===== config.mk =====
export PLATFORM = sky130hd
export DESIGN_NAME = itrx_apb3_master
export DESIGN_NICKNAME = d
export VERILOG_FILES = /design/src/rtl/itrx_apb3_master.sv
export SDC_FILE = /design/constraint.sdc
export NUM_CORES = 1
export LEC_CHECK = 0
export BUFFER_PORTS_ARGS = -buffer_cell sky130_fd_sc_hd__buf_2
export CELL_PAD_IN_SITES_DETAIL_PLACEMENT = 1
export CELL_PAD_IN_SITES_GLOBAL_PLACEMENT = 1
export CORE_ASPECT_RATIO = 1.25
export CORE_MARGIN = 1.5
export CORE_UTILIZATION = 26
export CTS_CLUSTER_DIAMETER = 80
export CTS_CLUSTER_SIZE = 28
export DETAILED_ROUTE_END_ITERATION = 16
export PLACE_DENSITY = 0.66
export RECOVER_POWER = 50
export SETUP_SLACK_MARGIN = 0.3
export SYNTH_ARGS = -nofsm -noshare
export SYNTH_HDL_FRONTEND = slang
export SYNTH_SLANG_ARGS = --single-unit

===== constraint.sdc =====
create_clock -name i_clk -period 7.4 [get_ports i_clk]
set_input_delay 1.48 -clock i_clk [delete_from_list [all_inputs] [get_ports i_clk]]
set_output_delay 1.48 -clock i_clk [all_outputs]
set_load 0.005 [all_outputs]

===== src/rtl/itrx_apb3_master.sv =====
`default_nettype none
// ============================================================================
// Module   : itrx_apb3_master
// Purpose  : AMBA3 APB requester. Takes one command at a time from a
//            valid/ready stream, runs it as an APB3 SETUP/ACCESS transfer,
//            and returns read data and error status on a response stream.
//            Hung transfers can be aborted by a programmable wait-state
//            timeout.
// Params   : AW   - address width
//            DW   - data width (8, 16 or 32)
//            TO_W - timeout counter / limit width
// Ports    : i_clk, i_rst_n            clock, async active-low reset
//            i_cmd_* / o_cmd_ready     command stream (write, addr, wdata)
//            o_rsp_* / i_rsp_ready     response stream (rdata, err, timeout)
//            i_to_limit                max ACCESS wait cycles, 0 = no limit
//            o_psel .. o_pwdata        APB requester outputs
//            i_prdata, i_pready,
//            i_pslverr                 APB completer inputs
// Revision : 1.0 - initial release
// ============================================================================
module itrx_apb3_master #(
  parameter int AW   = 12,
  parameter int DW   = 32,
  parameter int TO_W = 8
) (
  input  logic            i_clk,
  input  logic            i_rst_n,
  input  logic            i_cmd_valid,
  output logic            o_cmd_ready,
  input  logic            i_cmd_write,
  input  logic [AW-1:0]   i_cmd_addr,
  input  logic [DW-1:0]   i_cmd_wdata,
  output logic            o_rsp_valid,
  input  logic            i_rsp_ready,
  output logic [DW-1:0]   o_rsp_rdata,
  output logic            o_rsp_err,
  output logic            o_rsp_timeout,
  input  logic [TO_W-1:0] i_to_limit,
  output logic            o_psel,
  output logic            o_penable,
  output logic            o_pwrite,
  output logic [AW-1:0]   o_paddr,
  output logic [DW-1:0]   o_pwdata,
  input  logic [DW-1:0]   i_prdata,
  input  logic            i_pready,
  input  logic            i_pslverr
);

  typedef enum logic [1:0] {
    S_IDLE   = 2'd0,
    S_SETUP  = 2'd1,
    S_ACCESS = 2'd2,
    S_RESP   = 2'd3
  } state_t;

  localparam logic [TO_W:0] c_CNT_ONE = (TO_W+1)'(1);

  state_t          r_state;
  state_t          w_next;
  logic            r_pwrite;
  logic [AW-1:0]   r_paddr;
  logic [DW-1:0]   r_pwdata;
  logic [DW-1:0]   r_rsp_rdata;
  logic            r_rsp_err;
  logic            r_rsp_timeout;
  logic [TO_W-1:0] r_cnt;

  logic            w_cmd_hs;
  logic            w_done;
  logic            w_abort;
  logic            w_limit_on;
  logic [TO_W:0]   w_cnt_next;
  logic            w_cmd_ready;
  logic            w_psel;
  logic            w_penable;
  logic            w_rsp_valid;

  assign w_cmd_hs   = (r_state == S_IDLE) && i_cmd_valid;
  assign w_limit_on = (i_to_limit != '0);
  // One bit wider so the compare never overflows at the top of the range.
  assign w_cnt_next = {1'b0, r_cnt} + c_CNT_ONE;
  // pready has priority: a limit reached in the same cycle as pready still
  // completes normally. The >= (rather than ==) makes a limit lowered below
  // the running count mid-transfer abort at once instead of never.
  assign w_done  = (r_state == S_ACCESS) && i_pready;
  assign w_abort = (r_state == S_ACCESS) && !i_pready && w_limit_on &&
                   (w_cnt_next >= {1'b0, i_to_limit});

  // State register
  always_ff @(posedge i_clk or negedge i_rst_n) begin
    if (!i_rst_n) begin
      r_state <= S_IDLE;
    end else begin
      r_state <= w_next;
    end
  end

  // Next state and state-decoded outputs
  always_comb begin
    w_next      = r_state;
    w_cmd_ready = 1'b0;
    w_psel      = 1'b0;
    w_penable   = 1'b0;
    w_rsp_valid = 1'b0;
    case (r_state)
      S_IDLE: begin
        w_cmd_ready = 1'b1;
        if (i_cmd_valid) w_next = S_SETUP;
      end
      S_SETUP: begin
        w_psel = 1'b1;
        w_next = S_ACCESS;
      end
      S_ACCESS: begin
        w_psel    = 1'b1;
        w_penable = 1'b1;
        if (w_done || w_abort) w_next = S_RESP;
      end
      S_RESP: begin
        w_rsp_valid = 1'b1;
        if (i_rsp_ready) w_next = S_IDLE;
      end
      default: w_next = S_IDLE;
    endcase
  end

  // Command capture and response registers
  always_ff @(posedge i_clk or negedge i_rst_n) begin
    if (!i_rst_n) begin
      r_pwrite      <= 1'b0;
      r_paddr       <= '0;
      r_pwdata      <= '0;
      r_rsp_rdata   <= '0;
      r_rsp_err     <= 1'b0;
      r_rsp_timeout <= 1'b0;
    end else begin
      if (w_cmd_hs) begin
        r_pwrite <= i_cmd_write;
        r_paddr  <= i_cmd_addr;
        // Reads leave pwdata alone so the bus does not toggle needlessly.
        if (i_cmd_write) r_pwdata <= i_cmd_wdata;
      end
      if (w_done) begin
        r_rsp_rdata   <= r_pwrite ? '0 : i_prdata;
        r_rsp_err     <= i_pslverr;
        r_rsp_timeout <= 1'b0;
      end else if (w_abort) begin
        r_rsp_rdata   <= '0;
        r_rsp_err     <= 1'b1;
        r_rsp_timeout <= 1'b1;
      end
    end
  end

  // Wait-state counter: cleared in SETUP, saturating in ACCESS
  always_ff @(posedge i_clk or negedge i_rst_n) begin
    if (!i_rst_n) begin
      r_cnt <= '0;
    end else if (r_state == S_SETUP) begin
      r_cnt <= '0;
    end else if ((r_state == S_ACCESS) && !i_pready && w_limit_on &&
                 !w_abort && (r_cnt != '1)) begin
      r_cnt <= w_cnt_next[TO_W-1:0];
    end
  end

  assign o_cmd_ready   = w_cmd_ready;
  assign o_psel        = w_psel;
  assign o_penable     = w_penable;
  assign o_rsp_valid   = w_rsp_valid;
  assign o_pwrite      = r_pwrite;
  assign o_paddr       = r_paddr;
  assign o_pwdata      = r_pwdata;
  assign o_rsp_rdata   = r_rsp_rdata;
  assign o_rsp_err     = r_rsp_err;
  assign o_rsp_timeout = r_rsp_timeout;

`ifndef SYNTHESIS
  a_penable_psel : assert property (@(posedge i_clk) disable iff (!i_rst_n)
    o_penable |-> o_psel);
  a_bus_stable : assert property (@(posedge i_clk) disable iff (!i_rst_n)
    (o_psel && $past(o_psel)) |->
      ($stable(o_paddr) && $stable(o_pwrite) && $stable(o_pwdata)));
  a_rsp_hold : assert property (@(posedge i_clk) disable iff (!i_rst_n)
    $past(o_rsp_valid && !i_rsp_ready) |-> o_rsp_valid);
`endif

endmodule
`default_nettype wire

==> impl_metrics.yaml <==
timing:
  max_freq_ghz: 0.293
  finalSetupViolCount: 0
  worst_pin_slew_ns: 1.70
  period_share_pct: 46.1
  rsz0062_at_grt: "no"
  period_needed_ns: 3.41
  relSlewSlack_pct: -13.6
  drv_slew: 34
  fin_skew_ns: 0.0100
  hold_viol: 0
  tns_ns: 0
logic_synthesis:
  synth_edf_count: 0
  synth-xor-area-share_pct: 1.29
  synth_seq_area_share_pct: 54.8
  synth_cell_types: 38
  synthMuxAreaShare_pct: 12.7
  synth_warnings: 0
  synth-async-reset-ratio_pct: 100
  syn_area_sq_um: 4070
  synth_top_family_by_area: "simple AND/OR/NAND/NOR gates"
  ys_seq_elements: 89
  synth_fa_ha_area_share_pct: 4.00
  synthFlopType: "dfrtp_1"
  synth-compound-area-share_pct: 8.43
  synth-simple-area-share_pct: 14.8
  syn_inst: 353
  syn_nets: 457
  syn_area_per_cell_sq_um: 11.5
placed_design:
  place.gp.congestion: 0.730
  dpl.hpwl_um: 8010
  placed_area_sq_um: 5090
  dp_cells: 714
  io_buffers: 173
cells_and_area:
  fillers: 1778
  area_growth_pct: 34.0
  nNetsFinal: 621
  final_cells: 730
  post-route-util_pct: 36.0
  drive_above_1_share_pct: 45.8
  num_antenna_cells: 0
  final_area_sq_um: 5450
clocking:
  cts_sinks: 89
  ctsRootBufferMaster: "clkbuf_16"
  cts_tree: "built"
  ctsResizeCount: 0
  clk_latency_ns: 0.34
  cts_buffer_depth: 2
  holdBufCountCts: 0
  cts_made_buffers: 9
  h-tree-depth: 3
  path_clk_slew_ns: 0.06
  post-cts-setup-buffer-count: 0
setup_path:
  r2r_cells: 11
  critPathKind: "input pin to flop"
  crit_arrival_ns: 3.63
  path_max_fanout: 13
  reg2reg_from: "r_cnt[2]"
  endpoint: "r_cnt[7]"
  rrSetupSlack_ns: 4.03
  endpoint_kind: "flop"
  crit_path_start_kind: "input pin"
  crit_required_ns: 7.62
  crit_start: "i_to_limit[7]"
  r2r_end: "r_cnt[7]"
floorplan:
  core_area_sq_um: 15100
  start_util_pct: 26.9
  num_io_pins: 174
  die_y_um: 143
  dieArea_sq_um: 16400
  rows: 50
  die_w_um: 115
drt:
  vias: 3245
  drt-initial-drc-count: 94
  post_drt_wl_per_cell_um: 14.6
  ant_nets: 0
  wirelength_um: 10700
  viasPerCell: 4.45
  drc: 0
  dr.pass1.iters: 4
power_and_ir_drop:
  power.density_nw_per_um2: 374
  p_leak_nw: 2.75
  p_total_mw: 2.04
  ir_drop_v: 0.000155
run_status:
  violations: "capacitance limit, slew limit"
  outcome: "finished with violations"
grt:
  first_global_vias: 3457
  grt_pass1_wl_um: 17100
  antenna_found_initial: 0
  track_usage_pct: 13.4
  grt_max_degree: 90
  overflow: 0
flow_run:
  cap_violations: 1
hold_path:
  holdPathStages: 1
  min_path_type: "flop to flop"
[worst min-delay path by stage]
stage | start | end | slack [ns]
2_1_floorplan | o_rsp_timeout | o_rsp_timeout | 0.47
3_3_place_gp | o_rsp_err | o_rsp_err | 0.47
3_5_place_dp | o_rsp_err | o_rsp_err | 0.47
4_1_cts | o_rsp_err | o_rsp_err | 0.49
5_1_grt | o_rsp_err | o_rsp_err | 0.50
6_report | o_rsp_err | o_rsp_err | 0.48
[power by group]
group / switching (mW) / internal [mW] / total (mW)
sequential: 0.136 / 0.694 / 0.830
combinational: 0.317 / 0.352 / 0.669
clock: 0.191 / 0.351 / 0.541
[registers in the layout, summed over array words and instances, names as in the netlist]
name,cells
o_pwdata,32
o_rsp_rdata,32
o_paddr,12
r_cnt,8
r_state,2
o_pwrite,1
o_rsp_err,1
o_rsp_timeout,1
[cell type report]
class / instances / area [sq um] / share of cell area (%)
sequential: 89 / 2230 / 40.9
multi-input combinational: 230 / 1680 / 30.8
timing repair buffer: 175 / 878 / 16.1
tap: 208 / 260 / 4.78
clock buffer: 11 / 253 / 4.64
clock inverter: 5 / 108 / 1.97
inverter: 12 / 45.0 / 0.826
[through the flow]
stage / setup slack, ns / hold slack [ns]
floorplan: 4.19 / 0.474
global placement: 3.80 / 0.467
detailed placement: 3.65 / 0.473
CTS: 4.01 / 0.488
global route: 3.74 / 0.496
finish: 3.99 / 0.484
[routing by layer]
metal  track usage, %  part of all wire (%)
met1             14.6                    39
met2             24.2                    53
met3             3.52                   6.2
met4             5.91                   1.6
met5                0                     0
[critical path, cell delays in order]
cell	delay, ns
buf_2	0.09
inv_1	0.04
ha_1	0.30
and3_1	0.22
nand3_1	0.10
o21ai_0	0.99
nor4_1	0.10
mux2_2	0.31
[placed cells by master, fill, tap and decap left out, types with 2 or more instances in the layout]
cell type and instances:
a21o_1 3, a21oi_1 41, a31oi_1 2, and3_1 2, buf_2 171, buf_4 2, bufinv_16 3, clkbuf_1 2
clkbuf_16 9, clkbuf_8 2, dfrtp_1 89, ha_1 13, inv_1 12, inv_6 2, mux2_2 45, nand2_1 9
nand2_2 2, nand2b_1 4, nand3_1 4, nor2_1 37, nor2b_1 2, nor3b_1 32, nor4_1 3, o21ai_0 3
o31ai_1 4, or3_1 3, or4_1 4, xnor2_1 3, xor2_1 3
[logic make-up after synthesis]
group                      after synthesis
AOI/OAI and AO/OA                       59
buffers and inverters                   34
xor gates and xnor gates                 6
DFF                                     89
and+or+nand+nor                        106
muxes                                   46
adders and majority gates               13
[synthesized netlist by cell type, types with 2 or more instances]
cell type  count  area, sq um
a31oi_1        2         12.5
nor4_1         3         18.8
and3_1         2         12.5
dfrtp_1       89         2230
nand3_1        4         20.0
buf_1          2         7.51
mux2_2        45          507
clkbuf_1      14         52.6
nand2b_1       4         25.0
inv_1         12         45.0
a21oi_1       41          205
nor2b_1        2         12.5
a21o_1         3         22.5
ha_1          13          163
o21ai_0        3         15.0
o31ai_1        4         30.0
or4_1          4         30.0
nand2_1       10         37.5
or3_1          3         18.8
buf_6          4         45.0
xor2_1         3         26.3
nor2_1        37          139
xnor2_1        3         26.3
nor3b_1       32          240
Power figures use the tool's default switching activity.
